## config.mk

```make
export PLATFORM = sky130hd
export DESIGN_NAME = async_fifo_wr_ctrl
export DESIGN_NICKNAME = d
export VERILOG_FILES = /design/src/rtl/fifo_pkg.sv /design/src/rtl/ptr_sync.sv /design/src/rtl/async_fifo_wr_ctrl.sv
export SDC_FILE = /design/constraint.sdc
export NUM_CORES = 1
export LEC_CHECK = 0
export BUFFER_PORTS_ARGS = -buffer_cell sky130_fd_sc_hd__buf_2
export CAP_MARGIN = 20
export CORE_ASPECT_RATIO = 1.4
export CORE_UTILIZATION = 42
export DETAILED_ROUTE_END_ITERATION = 7
export PLACE_DENSITY = 0.73
export SLEW_MARGIN = 40
export SYNTH_ARGS = -nofsm -noshare
export SYNTH_HDL_FRONTEND = slang
export SYNTH_HIERARCHICAL = 1
export SYNTH_SLANG_ARGS = --single-unit
```

## constraint.sdc

```tcl
create_clock -name clk_a -period 4.18 [get_ports clk_a]
set_input_delay 0.418 -clock clk_a [delete_from_list [all_inputs] [get_ports clk_a]]
set_output_delay 0.418 -clock clk_a [all_outputs]
set_load 0.01 [all_outputs]
```

## src/rtl/fifo_pkg.sv

```systemverilog
// Shared helpers for the async FIFO pointer logic: Gray/binary conversion and
// pointer sizing, so both clock domains encode pointers identically.
package fifo_pkg;

  localparam int PTR_MAX_W = 32;

  typedef logic [PTR_MAX_W-1:0] ptr_t;

  function automatic int ptr_width(input int depth_w);
    return depth_w + 1;
  endfunction

  function automatic ptr_t bin2gray(input ptr_t b);
    return b ^ (b >> 1);
  endfunction

  function automatic ptr_t gray2bin(input ptr_t g);
    ptr_t b;
    b[PTR_MAX_W-1] = g[PTR_MAX_W-1];
    for (int i = PTR_MAX_W - 2; i >= 0; i--) begin
      b[i] = b[i+1] ^ g[i];
    end
    return b;
  endfunction

endpackage

```

## src/rtl/ptr_sync.sv

```systemverilog
// N-stage synchronizer for a Gray-coded pointer crossing into the local clock.
// Only one bit changes per step, so every captured value is a valid pointer.
module ptr_sync #(
  parameter int W      = 4,
  parameter int STAGES = 2
) (
  input  logic         clk,
  input  logic         rst_b,
  input  logic [W-1:0] d,
  output logic [W-1:0] q
);

  logic [W-1:0] sync_q [STAGES];
  logic [W-1:0] sync_d [STAGES];

  always_comb begin
    sync_d    = '{default: '0};
    sync_d[0] = d;
    for (int i = 1; i < STAGES; i++) begin
      sync_d[i] = sync_q[i-1];
    end
  end

  always_ff @(posedge clk or posedge rst_b) begin
    if (rst_b) begin
      for (int i = 0; i < STAGES; i++) begin
        sync_q[i] <= '0;
      end
    end else begin
      sync_q <= sync_d;
    end
  end

  assign q = sync_q[STAGES-1];

endmodule

```

## src/rtl/async_fifo_wr_ctrl.sv

```systemverilog
// Write-side controller of a dual-clock FIFO: drives the RAM write port with
// zero latency and derives full/almost_full/level from the synced read pointer.
module async_fifo_wr_ctrl
  import fifo_pkg::*;
#(
  parameter int DATA_W      = 32,
  parameter int RAM_DEPTH   = 256,
  parameter int DEPTH_W     = $clog2(RAM_DEPTH),
  parameter int SYNC_STAGES = 2,
  parameter int AF_THRESH   = 4
) (
  input  logic               clk_a,
  input  logic               rst_b,
  input  logic               s_valid,
  output logic               s_ready,
  input  logic [DATA_W-1:0]  s_data,
  output logic               wea,
  output logic [DEPTH_W-1:0] addra,
  output logic [DATA_W-1:0]  dina,
  output logic [DEPTH_W:0]   wptr_gray,
  input  logic [DEPTH_W:0]   rptr_gray_async,
  output logic               full,
  output logic               almost_full,
  output logic [DEPTH_W:0]   wr_level,
  input  logic               ovf_clr,
  output logic               overflow
);

  localparam int PTR_W = ptr_width(DEPTH_W);
  localparam logic [PTR_W-1:0] DEPTH_P = PTR_W'(RAM_DEPTH);
  localparam logic [PTR_W-1:0] AF_P    = PTR_W'(AF_THRESH);

  logic [PTR_W-1:0] wbin_q, wbin_d;
  logic [PTR_W-1:0] wptr_gray_q, wptr_gray_d;
  logic [PTR_W-1:0] wr_level_q, wr_level_d;
  logic             full_q, full_d;
  logic             almost_full_q, almost_full_d;
  logic             overflow_q, overflow_d;

  logic [PTR_W-1:0] rgray_s;
  logic [PTR_W-1:0] rbin_s;
  logic [PTR_W-1:0] rgray_full;
  logic             accept;

  ptr_sync #(
    .W      (PTR_W),
    .STAGES (SYNC_STAGES)
  ) u_rptr_sync (
    .clk   (clk_a),
    .rst_b (rst_b),
    .d     (rptr_gray_async),
    .q     (rgray_s)
  );

  assign rbin_s     = PTR_W'(gray2bin(PTR_MAX_W'(rgray_s)));
  // Full when the write pointer has lapped the read pointer by one whole buffer.
  assign rgray_full = {~rgray_s[PTR_W-1:PTR_W-2], rgray_s[PTR_W-3:0]};

  // Gating with rst_b kills an in-flight write the moment reset asserts.
  assign s_ready = ~full_q & ~rst_b;
  assign accept  = s_valid & s_ready;
  assign wea     = accept;
  assign addra   = wbin_q[DEPTH_W-1:0];
  assign dina    = s_data;

  always_comb begin
    wbin_d        = wbin_q + PTR_W'(accept);
    wptr_gray_d   = PTR_W'(bin2gray(PTR_MAX_W'(wbin_d)));
    full_d        = (wptr_gray_d == rgray_full);
    wr_level_d    = wbin_d - rbin_s;
    almost_full_d = ((DEPTH_P - wr_level_d) <= AF_P);
    // Set wins over clear so a clear never hides a same-cycle overflow.
    overflow_d    = (overflow_q & ~ovf_clr) | (s_valid & full_q);
  end

  always_ff @(posedge clk_a or posedge rst_b) begin
    if (rst_b) begin
      wbin_q        <= '0;
      wptr_gray_q   <= '0;
      wr_level_q    <= '0;
      full_q        <= 1'b0;
      almost_full_q <= 1'b0;
      overflow_q    <= 1'b0;
    end else begin
      wbin_q        <= wbin_d;
      wptr_gray_q   <= wptr_gray_d;
      wr_level_q    <= wr_level_d;
      full_q        <= full_d;
      almost_full_q <= almost_full_d;
      overflow_q    <= overflow_d;
    end
  end

  assign wptr_gray   = wptr_gray_q;
  assign wr_level    = wr_level_q;
  assign full        = full_q;
  assign almost_full = almost_full_q;
  assign overflow    = overflow_q;

endmodule
```

Word-level counts from Yosys, hierarchy flattened
Index checks and enable logic that the tools add are counted.
Storage, ports and cells
  flip-flop bits (word level): 48
  output and inout bits: 63
Cells by class
  add/sub/neg operators: 3
  $lt $le $gt $ge: 1
  eq/ne operators: 1
  bitwise logic cells: 18
Operators with widths (count)
  adder 9 x 1 -> 9 bit: 1
  == test 9 bit: 1
  less-or-equal comparator 9 x 3 -> 1 bit (second input constant): 1
  subtractor 9 bit: 1
  subtractor 9 bit (first input constant): 1
  bitwise XOR 9 x 8 -> 9 bit: 1
  bitwise XOR 1 bit: 8
  bitwise AND 1 bit: 4
  NOT 1 bit: 3
  NOT 2 bit: 1
  OR 1 bit: 1

Logic depth before layout (Yosys ltp)
Gate-level depths: netlist of the first run.
  word-level depth: 11
  depth in mapped cells: 15

Modules after synthesis
Netlist of the first run, hierarchy kept.
Modules (own cells, without submodules)
  async_fifo_wr_ctrl: instances 1, cells each 178, area an instance 1919.3 um^2
  ptr_sync: instances 1, cells each 19, area an instance 454.2 um^2

Least setup slack after synthesis of the first run
No wires, ideal clock.
  path type: register -> register
  start: reg u_rptr_sync.sync_q, in the netlist u_rptr_sync/q[8]
  end: reg almost_full_q (netlist: almost_full)
  library setup time: 0.065 ns
  arrival: 3.793 ns
  data required time: 4.115 ns
  slack: 0.323 ns
  cell stages (with the launch flop): 16
  period minus slack after synthesis: 3.857 ns
  cell sequence: dfrtp_1 > xnor3_2 > xor2_2 > xnor3_2 > xor2_2 > xor2_2 > xnor2_1 > ha_1 > inv_1 > fa_1 > a21oi_1 > o21bai_1 > xor2_1 > or4_1 > and4bb_2 > mux2_2
Between the ends
  word-level cells in the longest chain between the ends: 11
RTL lines
  start: declaration: line ptr_sync.sv:13  | logic [W-1:0] sync_q [STAGES];
  start signal: assignment: line ptr_sync.sv:30  | sync_q <= sync_d;
  bitwise XOR 1 bit * (4 in series): line fifo_pkg.sv:21  | b[i] = b[i+1] ^ g[i];
  bitwise XOR 1 bit (4 in series): line fifo_pkg.sv:21
  subtractor 9 bit *: line async_fifo_wr_ctrl.sv:70  | wr_level_d = wbin_d - rbin_s;
  named net wr_level_d[4]: line async_fifo_wr_ctrl.sv:35  | logic [PTR_W-1:0] wr_level_q, wr_level_d;
  subtractor 9 bit *: line async_fifo_wr_ctrl.sv:71  | almost_full_d = ((DEPTH_P - wr_level_d) <= AF_P);
  less-or-equal comparator 9 x 3 -> 1 bit *: line async_fifo_wr_ctrl.sv:71
  named net almost_full_d: line async_fifo_wr_ctrl.sv:37  | logic almost_full_q, almost_full_d;
  end signal: assignment: line async_fifo_wr_ctrl.sv:89  | almost_full_q <= almost_full_d;
  end: declaration: line async_fifo_wr_ctrl.sv:37
Mark *: on every way through the listed nets, which the timed path passes. The rest lies on a longest branch.

Final worst setup path of the first run
  start: reg u_rptr_sync.sync_q, in the netlist u_rptr_sync/q[6]
  end: reg almost_full_q (netlist: almost_full)
Between the ends
  word-level cells in the longest chain between the ends: 10
RTL lines (line)
  bitwise XOR 1 bit * (3 in series): fifo_pkg.sv:21
  bitwise XOR 1 bit (4 in series): fifo_pkg.sv:21
  subtractor 9 bit *: async_fifo_wr_ctrl.sv:70
  named net wr_level_d[4]: async_fifo_wr_ctrl.sv:35
  subtractor 9 bit *: async_fifo_wr_ctrl.sv:71
  less-or-equal comparator 9 x 3 -> 1 bit *: async_fifo_wr_ctrl.sv:71
  named net almost_full_d: async_fifo_wr_ctrl.sv:37
Marks and branches as above.

==> reports/summary.txt, run 1 <==
Skew-Pair Late Insertion Delay: 0.30 ns
total power: 1780 uW
area of the mapped netlist: 0.00237 sq mm
most common cell after layout, fill and taps aside: dfrtp_1
fraction of layout cells with a size suffix above 1: 32.4%
Tmin final: 3.99 ns
dpl cells: 278
Final Util: 47.9%
hold crit path type: in2async
CP bufs+invs: 1
Post-Route M1 WL: 1560 um
Sink Count: 47
Post-Synthesis Cells: 197
fin. max-slew vios: 0
CTS H-tree depth: 2
Leakage: 0.00130 uW
max_slew headroom: 52.2%
pin count of the biggest net entering global routing: 19
FF+latch count, synth: 47
R2R setup slack: 0.19 ns
Critical Path Max Stage Delay: 0.53 ns
clock slew at reported path FFs: 0.08 ns
Worst Setup Start Kind: register
# DRC: 1
CTS tree: built
WL met3: 239 um
R2R Path Start: u_rptr_sync/q[6]$_DFF_PP0_
Worst EP required: 4.42 ns
Critical Path Start: u_rptr_sync/q[6]$_DFF_PP0_
setup slack after layout: 0.187 ns
Crit Path Class: reg2reg
Seq/Total Area, Yosys: 49.6%
non-filler cells in the finished layout: 290
Setup violations, final: 0
die extent in x: 65.5 um
CP max FO: 3
Placement Setup Slack: -0.00268 ns
slew of the pin with the lowest slew margin: 0.716 ns
pwr/cell area: 679 mW/mm^2
Final ANT Viol Nets: 0
CTS max path bufs: 2
first-pass GRT wire length: 6730 um
DRT iter0 DRCs: 35
Final Skew: 0.00431 ns
final worst path period share: 95.5%
diode count: 0
RD Place Congestion: 0.750
r2r endpoint: almost_full$_DFF_PP0_
RSZ-0062 raised after global routing: no
area growth from synthesis to final layout: 10.6%
failing checks: DRC
Starting Density: 43.3%
hold buffers post-CTS: 0
Post-Syn Area per Cell: 12.0 sq um
Top Layer Used: met4
Max-Cap Viols: 0
Clock Root Buffer: clkbuf_8
Synth Net Count: 253
Final Hold Fails: 0
io pins: 108
most frequent cells in the layout: 47 x dfrtp_1, 43 x buf_2, 16 x xnor2_1, 15 x inv_1, 13 x xor2_1
outcome: finished with violations
Reg2Reg Depth: 15
Num CTS Buffers: 5
wire per inst: 14.4 um
WP depth: 15
CP max-delay cell: or4_1
vias in the first global route: 1372
std cell rows: 32
CP Capture Point: almost_full$_DFF_PP0_
Tot GR Track Use: 15.5%
fmax: 250 MHz
Routed WL: 4180 um
Vias/cell: 4.76
HPWL Detailed: 3280 um
GRT overflow: 0
final net count: 277
met2 routed WL: 2050 um
die height: 91.0 um
synth warn: 6
worst vdd ir: 0.000300 V
critical path's top delay family: XOR/XNOR gates
count of buffers from port buffering: 43
Critical Path Sink Type: register
total die area: 0.00596 sq mm
setup TNS: 0 ns
initial antenna violation count: 0
Core Area: 0.00549 sq mm
crit-path cells: xnor3_2, xor2_4, xnor3_2, xor2_4, xor2_2, xnor2_1, ha_2, inv_1, fa_1, a21oi_2, o21bai_1, xor2_1, or4_1, and4bb_2, mux2_2
CP arrival: 4.23 ns
drt pass-1 iters: 6
Netlist cell types: 39
vias: 1380
-- area by class of cell --
| type | count | area (sq um) |
|---|---|---|
| Fill cell | 501 | 2860 |
| Sequential cell | 47 | 1180 |
| Multi-Input combinational cell | 103 | 930 |
| Timing Repair Buffer | 49 | 260 |
| Tap cell | 68 | 85.1 |
| Clock buffer | 6 | 82.6 |
| Inverter | 15 | 56.3 |
| Clock inverter | 2 | 35.0 |
-- synth_stat cells --
library cell | number | area [sq um]
fa_1 | 1 | 20.0
o22ai_1 | 1 | 6.26
nand2_1 | 4 | 15.0
and4bb_2 | 1 | 12.5
nand4_1 | 1 | 6.26
o21ai_0 | 4 | 20.0
nor2_1 | 7 | 26.3
or2_0 | 1 | 6.26
nor2b_1 | 1 | 6.26
xnor3_1 | 1 | 22.5
xor2_2 | 4 | 65.1
nand3_1 | 7 | 35.0
or3_1 | 2 | 12.5
o31a_1 | 2 | 17.5
mux2_2 | 1 | 11.3
a221o_1 | 1 | 10.0
inv_1 | 15 | 56.3
xnor3_2 | 2 | 47.6
or2_2 | 1 | 6.26
o211ai_1 | 1 | 7.51
and2_1 | 3 | 18.8
o31ai_1 | 1 | 7.51
nor4bb_1 | 1 | 10.0
or4_1 | 1 | 7.51
nand3_2 | 1 | 10.0
a21oi_1 | 3 | 15.0
buf_4 | 32 | 240
a2111oi_2 | 1 | 15.0
nor3_2 | 1 | 10.0
dfrtp_1 | 47 | 1180
o21a_1 | 2 | 15.0
nand2b_1 | 3 | 18.8
xor2_1 | 13 | 114
xnor2_2 | 1 | 16.3
xnor2_1 | 16 | 140
o21bai_1 | 1 | 7.51
mux2i_1 | 1 | 10.0
and3_1 | 1 | 6.26
ha_1 | 10 | 125
-- cell families after synthesis --
| group | Yosys count | share of synthesized area, % |
|---|---|---|
| multiplexers | 2 | 0.896 |
| XOR/XNOR | 37 | 17.1 |
| buffers and inverters | 47 | 12.5 |
| flip-flops | 47 | 49.6 |
| AO/OA/AOI/OAI | 17 | 5.11 |
| adder cells (fa/ha/maj) | 11 | 6.11 |
| AND/OR/NAND/NOR | 36 | 8.75 |
-- state kept, by name, indices dropped and copies added, names as in the netlist --
register,flops
almost_full,1
u_rptr_sync/sync_d,9
u_rptr_sync/q,9
wbin_q,9
wr_level,9
wptr_gray,8
full,1
overflow,1
-- worst min-delay path by stage --
stage / start / end / slack, ns / cells past startpoint
floorplan: u_rptr_sync/sync_d[0]$_DFF_PP0_ / u_rptr_sync/q[0]$_DFF_PP0_ / 0.33 / 0
global route: rst_b / wr_level[1]$_DFF_PP0_ / 0.19 / 2
CTS: rst_b / wr_level[5]$_DFF_PP0_ / 0.17 / 2
detailed placement: u_rptr_sync/sync_d[3]$_DFF_PP0_ / u_rptr_sync/q[3]$_DFF_PP0_ / 0.33 / 0
finish: rst_b / wr_level[1]$_DFF_PP0_ / 0.15 / 2
global placement: u_rptr_sync/sync_d[1]$_DFF_PP0_ / u_rptr_sync/q[1]$_DFF_PP0_ / 0.33 / 0
-- metrics by stage --
| step | hold WS (ns) | instance area (sq um) |
|---|---|---|
| floorplan | 0.331 | 2370 |
| global placement | 0.333 | 2450 |
| detailed placement | 0.335 | 2450 |
| CTS | 0.165 | 2570 |
| global route | 0.191 | 2630 |
| finish | 0.152 | 2630 |
-- report_power, final --
group	leakage, uW	total [uW]	internal (uW)	switching, uW
clock network	0.0000612	340	193	147
registers	0.000573	636	570	65.7
logic	0.000662	806	361	445
total	0.00130	1780	1120	657
-- metal layers --
layer | vias to the layer above | GRT usage, %
met5 | - | 0
met4 | 0 | 13.8
met3 | 32 | 3.39
met2 | 39 | 24.3
met1 | 654 | 17.2
li1 | 655 | -
-- timing repair --
action,CTS,global route
endpoints found under the setup margin,1,1
pin swaps,1,2
buffers inserted,1,3
resized for setup,0,4
(Power assumes the default switching activity.)
==> inputs of run 2 (changes only) <==
--- a/config.mk
+++ b/config.mk
@@ -8,7 +8,9 @@
 export BUFFER_PORTS_ARGS = -buffer_cell sky130_fd_sc_hd__buf_2
 export CAP_MARGIN = 20
 export CORE_ASPECT_RATIO = 1.4
+export CORE_MARGIN = 5
 export CORE_UTILIZATION = 42
+export CTS_CLUSTER_DIAMETER = 100
 export DETAILED_ROUTE_END_ITERATION = 7
 export PLACE_DENSITY = 0.73
 export SLEW_MARGIN = 40
==> reports/summary.txt, run 2 (synthesis gave the netlist of run 1 again) <==
outcome: finished clean (was finished with violations)
Final Skew: 0.00320 ns (was 0.00431 ns)
Clock Root Buffer: clkbuf_8 (unchanged)
Critical Path Start: u_rptr_sync/q[7]$_DFF_PP0_ (was u_rptr_sync/q[6]$_DFF_PP0_)
wire per inst: 15.2 um (was 14.4 um)
placed cell area: 0.00244 sq mm (was 0.00245 sq mm)
Final Hold Fails: 0 (unchanged)
diode count: 0 (unchanged)
CP max FO: 3 (unchanged)
# DRC: 0 (was 1)
Routed WL: 4310 um (was 4180 um)
most frequent cells in the layout: 46 x dfrtp_1, 43 x buf_2, 16 x xnor2_1, 13 x inv_1, 13 x xor2_1 (was 47 x dfrtp_1, 43 x buf_2, 16 x xnor2_1, 15 x inv_1, 13 x xor2_1)
Setup violations, final: 0 (unchanged)
Num CTS Buffers: 5 (unchanged)
initial antenna violation count: 0 (unchanged)
FF/Latch Area: 0.00118 sq mm (about the same)
Vias/cell: 4.79 (was 4.76)
total die area: 0.00728 sq mm (was 0.00596 sq mm)
final net count: 273 (was 277)
Leakage: 0.00124 uW (was 0.00130 uW)
DRT iter0 DRCs: 70 (was 35)
die extent in x: 73.5 um (was 65.5 um)
Seq pwr share: 37.6% (was 35.7%)
Clk pwr share: 14.4% (was 19.1%)
worst vdd ir: 0.000354 V (was 0.000300 V)
Reg2Reg Depth: 15 (unchanged)
slew of the pin with the lowest slew margin: 0.689 ns (was 0.716 ns)
RD Place Congestion: 0.791 (was 0.750)
Final ANT Viol Nets: 0 (unchanged)
first-pass GRT wire length: 7070 um (was 6730 um)
Sink Count: 47 (unchanged)
max_slew headroom: 53.8% (was 52.2%)
CTS max path bufs: 2 (unchanged)
most common cell after layout, fill and taps aside: dfrtp_1 (unchanged)
global routing met3 resource utilization: 3.78% (was 3.39%)
CTS H-tree depth: 2 (unchanged)
routing usage on met2: 21.4% (was 24.3%)
Critical Path Max Stage Delay: 0.52 ns (was 0.53 ns)
Final Util: 46.6% (was 47.9%)
Tot GR Track Use: 12.8% (was 15.5%)
Worst EP required: 4.41 ns (was 4.42 ns)
hold buffers post-CTS: 0 (unchanged)
r2r endpoint: almost_full$_DFF_PP0_ (unchanged)
io pins: 108 (unchanged)
Sw Pwr: 652 uW (was 657 uW)
P_int: 1040 uW (was 1120 uW)
part of the power in combinational logic: 48.1% (was 45.2%)
fill cell count: 494 (was 501)
vias in the first global route: 1478 (was 1372)
RSZ-0062 raised after global routing: no (unchanged)
die height: 99.0 um (was 91.0 um)
gr busiest metal: met2 (unchanged)
Critical Path Sink Type: register (unchanged)
final worst path period share: 95.5% (about the same)
Sw Ratio: 38.5% (was 36.9%)
Core Area: 0.00549 sq mm (unchanged)
fin. max-slew vios: 0 (unchanged)
HPWL Detailed: 3350 um (was 3280 um)
crit-path cells: xnor3_2, xor2_4, xnor3_2, xor2_4, xor2_2, xnor2_1, ha_1, inv_1, fa_2, a21oi_2, o21bai_1, xor2_1, or4_1, and4bb_2, mux2_2 (was xnor3_2, xor2_4, xnor3_2, xor2_4, xor2_2, xnor2_1, ha_2, inv_1, fa_1, a21oi_2, o21bai_1, xor2_1, or4_1, and4bb_2, mux2_2)
Worst Setup Start Kind: register (unchanged)
drt pass-1 iters: 3 (was 6)
std cell rows: 32 (unchanged)
Design Area, Final: 0.00256 sq mm (was 0.00263 sq mm)
GRT overflow: 0 (unchanged)
Tmin final: 3.99 ns (about the same)
pin count of the biggest net entering global routing: 30 (was 19)
CP arrival: 4.22 ns (was 4.23 ns)
pwr/cell area: 662 mW/mm^2 (was 679 mW/mm^2)
clock slew at reported path FFs: 0.08 ns (about the same)
count of buffers from port buffering: 43 (unchanged)
vias: 1360 (was 1380)
setup TNS: 0 ns (unchanged)
area of the multi-input gates: 935 sq um (was 930 sq um)
Starting Density: 43.3% (unchanged)
hold crit path type: in2async (unchanged)
fraction of layout cells with a size suffix above 1: 31.5% (was 32.4%)
Max-Cap Viols: 0 (unchanged)
Skew-Pair Late Insertion Delay: 0.29 ns (was 0.30 ns)
CP Capture Point: almost_full$_DFF_PP0_ (unchanged)
fmax: 251 MHz (was 250 MHz)
Fin Hold WS: 0.169 ns (was 0.152 ns)
M1 GR Usage: 13.0% (was 17.2%)
CP max-delay cell: or4_1 (unchanged)
CTS tree: built (unchanged)
Crit Path Class: reg2reg (unchanged)
R2R setup slack: 0.19 ns (about the same)
R2R Path Start: u_rptr_sync/q[7]$_DFF_PP0_ (was u_rptr_sync/q[6]$_DFF_PP0_)
area growth from synthesis to final layout: 7.70% (was 10.6%)
run 2: cell type report:
type / count / share of cell area [%]
multi-input cells: 103 / 36.6
repair buffers: 45 / 9.01
well taps: 68 / 3.33
inverters: 15 / 2.20
flip-flops and latches: 47 / 46.1
clock buffers: 6 / 2.84
run 2: power by group through the flow:
| stage | combinational [uW] | sequential, uW | clock [uW] |
|---|---|---|---|
| 5_1_grt | 909 | 648 | 276 |
| 4_1_cts | 805 | 637 | 255 |
| 3_3_place_gp | 779 | 641 | 0 |
| 2_1_floorplan | 542 | 690 | 0 |
| 6_report | 813 | 636 | 243 |
| 3_5_place_dp | 797 | 644 | 0 |
run 2: worst min path at each step:
stage / slack (ns) / depth (start not counted) / to / start
floorplan: 0.33 / 0 / u_rptr_sync/q[0]$_DFF_PP0_ / u_rptr_sync/sync_d[0]$_DFF_PP0_
global placement: 0.33 / 0 / u_rptr_sync/q[2]$_DFF_PP0_ / u_rptr_sync/sync_d[2]$_DFF_PP0_
detailed placement: 0.33 / 0 / u_rptr_sync/q[1]$_DFF_PP0_ / u_rptr_sync/sync_d[1]$_DFF_PP0_
CTS: 0.22 / 1 / u_rptr_sync/sync_d[5]$_DFF_PP0_ / rptr_gray_async[5]
global route: 0.20 / 2 / u_rptr_sync/sync_d[7]$_DFF_PP0_ / rst_b
finish: 0.17 / 2 / u_rptr_sync/q[0]$_DFF_PP0_ / rst_b
run 2: through the flow:
stage / power, uW / setup slack (ns) / std cells
floorplan: 1230 / 0.323 / 197
global placement: 1420 / 0.126 / 277
detailed placement: 1440 / 0.0365 / 277
CTS: 1700 / 0.0230 / 283
global route: 1830 / 0.0171 / 284
finish: 1690 / 0.190 / 284
run 2: per-layer routing:
layer | part of all wire, % | vias to the layer above
met2 | 51 | 34
met4 | 6.5 | 0
li1 | - | 650
met5 | 0 | -
met3 | 7.4 | 39
met1 | 35 | 637
run 2: what timing repair did:
item                                    CTS  global route
endpoints found under the setup margin    0             1
setup buffers                             0             1
resized for setup                         0             6
run 2: critical path: cells and delay by family, from the launching register on:
kind	cells	cell delay (ns)
buffers and inverters	1	0.05
flip-flops	1	0.44
adder cells (fa/ha/maj)	2	0.55
XOR/XNOR	7	1.70
AO/OA/AOI/OAI	2	0.24
multiplexers	1	0.14
AND/OR/NAND/NOR	2	0.80
==> inputs of run 3 (changes only) <==
--- a/config.mk
+++ b/config.mk
@@ -10,6 +10,7 @@
 export CORE_ASPECT_RATIO = 1.4
 export CORE_MARGIN = 5
 export CORE_UTILIZATION = 42
+export CTS_BUF_LIST = sky130_fd_sc_hd__clkbuf_8 sky130_fd_sc_hd__clkbuf_16
 export CTS_CLUSTER_DIAMETER = 100
 export DETAILED_ROUTE_END_ITERATION = 7
 export PLACE_DENSITY = 0.73
==> reports/summary.txt, run 3 (synthesis gave the netlist of run 1 again) <==
outcome: finished clean (unchanged)
std cell rows: 32 (unchanged)
Starting Density: 43.3% (unchanged)
total die area: 0.00728 sq mm (unchanged)
Final Skew: 0.00529 ns (was 0.00320 ns)
HPWL Detailed: 3350 um (unchanged)
GRT overflow: 0 (unchanged)
fraction of layout cells with a size suffix above 1: 31.5% (unchanged)
area of the multi-input gates: 935 sq um (unchanged)
Leakage: 0.00125 uW (was 0.00124 uW)
max_slew headroom: 53.1% (was 53.8%)
fill cell count: 494 (unchanged)
wire per inst: 15.1 um (was 15.2 um)
RD Place Congestion: 0.791 (unchanged)
pwr/cell area: 661 mW/mm^2 (was 662 mW/mm^2)
FF/Latch Area: 0.00118 sq mm (unchanged)
CTS tree: built (unchanged)
placed cell area: 0.00244 sq mm (unchanged)
final net count: 273 (unchanged)
Tmin final: 3.99 ns (about the same)
CP max FO: 3 (unchanged)
Sink Count: 47 (unchanged)
CTS H-tree depth: 2 (unchanged)
Setup violations, final: 0 (unchanged)
Critical Path Sink Type: register (unchanged)
DRT iter0 DRCs: 72 (was 70)
io pins: 108 (unchanged)
fmax: 250 MHz (was 251 MHz)
Routed WL: 4300 um (was 4310 um)
vias in the first global route: 1478 (unchanged)
Clock Root Buffer: clkbuf_8 (unchanged)
first-pass GRT wire length: 7070 um (unchanged)
clock slew at reported path FFs: 0.08 ns (about the same)
Max-Cap Viols: 0 (unchanged)
hold buffers post-CTS: 0 (unchanged)
Core Area: 0.00549 sq mm (unchanged)
Critical Path Max Stage Delay: 0.52 ns (about the same)
worst vdd ir: 0.000354 V (about the same)
area growth from synthesis to final layout: 7.70% (unchanged)
critical path's top delay family: XOR/XNOR gates (unchanged)
Vias/cell: 4.78 (was 4.79)
Worst Setup Start Kind: register (unchanged)
initial antenna violation count: 0 (unchanged)
RSZ-0062 raised after global routing: no (unchanged)
Crit Path Class: reg2reg (unchanged)
Tot GR Track Use: 12.8% (unchanged)
fin. max-slew vios: 0 (unchanged)
CP max-delay cell: or4_1 (unchanged)
Final ANT Viol Nets: 0 (unchanged)
Skew-Pair Late Insertion Delay: 0.29 ns (about the same)
count of buffers from port buffering: 43 (unchanged)
slew of the pin with the lowest slew margin: 0.699 ns (was 0.689 ns)
most frequent cells in the layout: 46 x dfrtp_1, 43 x buf_2, 16 x xnor2_1, 14 x inv_1, 13 x xor2_1 (was 46 x dfrtp_1, 43 x buf_2, 16 x xnor2_1, 13 x inv_1, 13 x xor2_1)
# DRC: 0 (unchanged)
CTS max path bufs: 2 (unchanged)
Worst EP required: 4.41 ns (about the same)
vias: 1357 (was 1360)
die height: 99.0 um (unchanged)
Final Hold Fails: 0 (unchanged)
diode count: 0 (unchanged)
drt pass-1 iters: 3 (unchanged)
crit-path cells: xnor3_2, xor2_4, xnor3_2, xor2_4, xor2_2, xnor2_1, ha_1, inv_1, fa_2, a21oi_2, o21bai_1, xor2_1, or4_1, and4bb_2, mux2_2 (unchanged)
CP bufs+invs: 1 (unchanged)
CP arrival: 4.23 ns (was 4.22 ns)
die extent in x: 73.5 um (unchanged)
Num CTS Buffers: 5 (unchanged)
setup TNS: 0 ns (unchanged)
most common cell after layout, fill and taps aside: dfrtp_1 (unchanged)
final worst path period share: 95.5% (about the same)
hold crit path type: in2async (unchanged)
pin count of the biggest net entering global routing: 30 (unchanged)
Design Area, Final: 0.00256 sq mm (unchanged)
total power: 1690 uW (about the same)
run 3: cell types whose count changed in the layout (fill, tap and decap cells not counted), sizes merged:
| cell | delta |
|---|---|
| inv | +1 |
| clkbuf | -1 |
run 3: worst register-to-register path, cell delays in order, from the launching register on:
cell      delay, ns
dfrtp_2        0.45
xnor3_2        0.43
xor2_4         0.19
xnor3_2        0.33
xor2_4         0.18
xor2_2         0.26
xnor2_1        0.16
ha_1           0.18
inv_1          0.05
fa_2           0.37
a21oi_2        0.16
o21bai_1       0.08
xor2_1         0.16
or4_1          0.52
and4bb_2       0.28
mux2_2         0.14
run 3: final timing paths:
| path | from | endpoint | slack (ns) | cells after the start |
|---|---|---|---|---|
| worst min-delay path | rst_b | u_rptr_sync/q[8]$_DFF_PP0_ | 0.17 | 2 |
| worst max-delay path | u_rptr_sync/q[7]$_DFF_PP0_ | almost_full$_DFF_PP0_ | 0.19 | 15 |
| worst max register to register | u_rptr_sync/q[7]$_DFF_PP0_ | almost_full$_DFF_PP0_ | 0.19 | 15 |
| min in group clk_a | rptr_gray_async[6] | u_rptr_sync/sync_d[6]$_DFF_PP0_ | 0.23 | 1 |
| max in group asynchronous | rst_b | wr_level[3]$_DFF_PP0_ | 3.56 | 2 |
| worst min register to register | u_rptr_sync/sync_d[2]$_DFF_PP0_ | u_rptr_sync/q[2]$_DFF_PP0_ | 0.35 | 0 |
run 3: repair_timing:
item,in CTS,in global routing
buffers inserted,0,1
endpoints found under the setup margin,0,1
gates resized for setup,0,6
run 3: metal layers:
| layer | up-vias | global-route usage, % | part of all wire, % |
|---|---|---|---|
| li1 | 649 | - | - |
| met4 | 0 | 9.62 | 6.7 |
| met1 | 636 | 13.0 | 35 |
| met5 | - | 0 | 0 |
| met3 | 38 | 3.78 | 7.5 |
| met2 | 34 | 21.4 | 50 |
run 3: layout make-up:
class	count	area share (%)
sequential	47	46.1
multi-input combinational	103	36.6
timing repair buffer	45	9.01
tap	68	3.33
clock buffer	5	2.69
inverter	15	2.20
clock inverter	1	0.147
run 3: report_power, final:
part	internal, uW	switching (uW)	total, uW
combinational	358	455	813
clock	109	133	242
sequential	571	64.8	635
run 3: through the flow:
stage / utilization (%) / std cells / worst slack, ns / hold WS (ns)
floorplan: - / 197 / 0.323 / 0.331
global placement: 44.5 / 277 / 0.126 / 0.334
detailed placement: 44.5 / 277 / 0.0365 / 0.335
CTS: 45.8 / 283 / 0.0226 / 0.218
global route: 46.6 / 284 / 0.0171 / 0.203
finish: 46.6 / 284 / 0.187 / 0.170
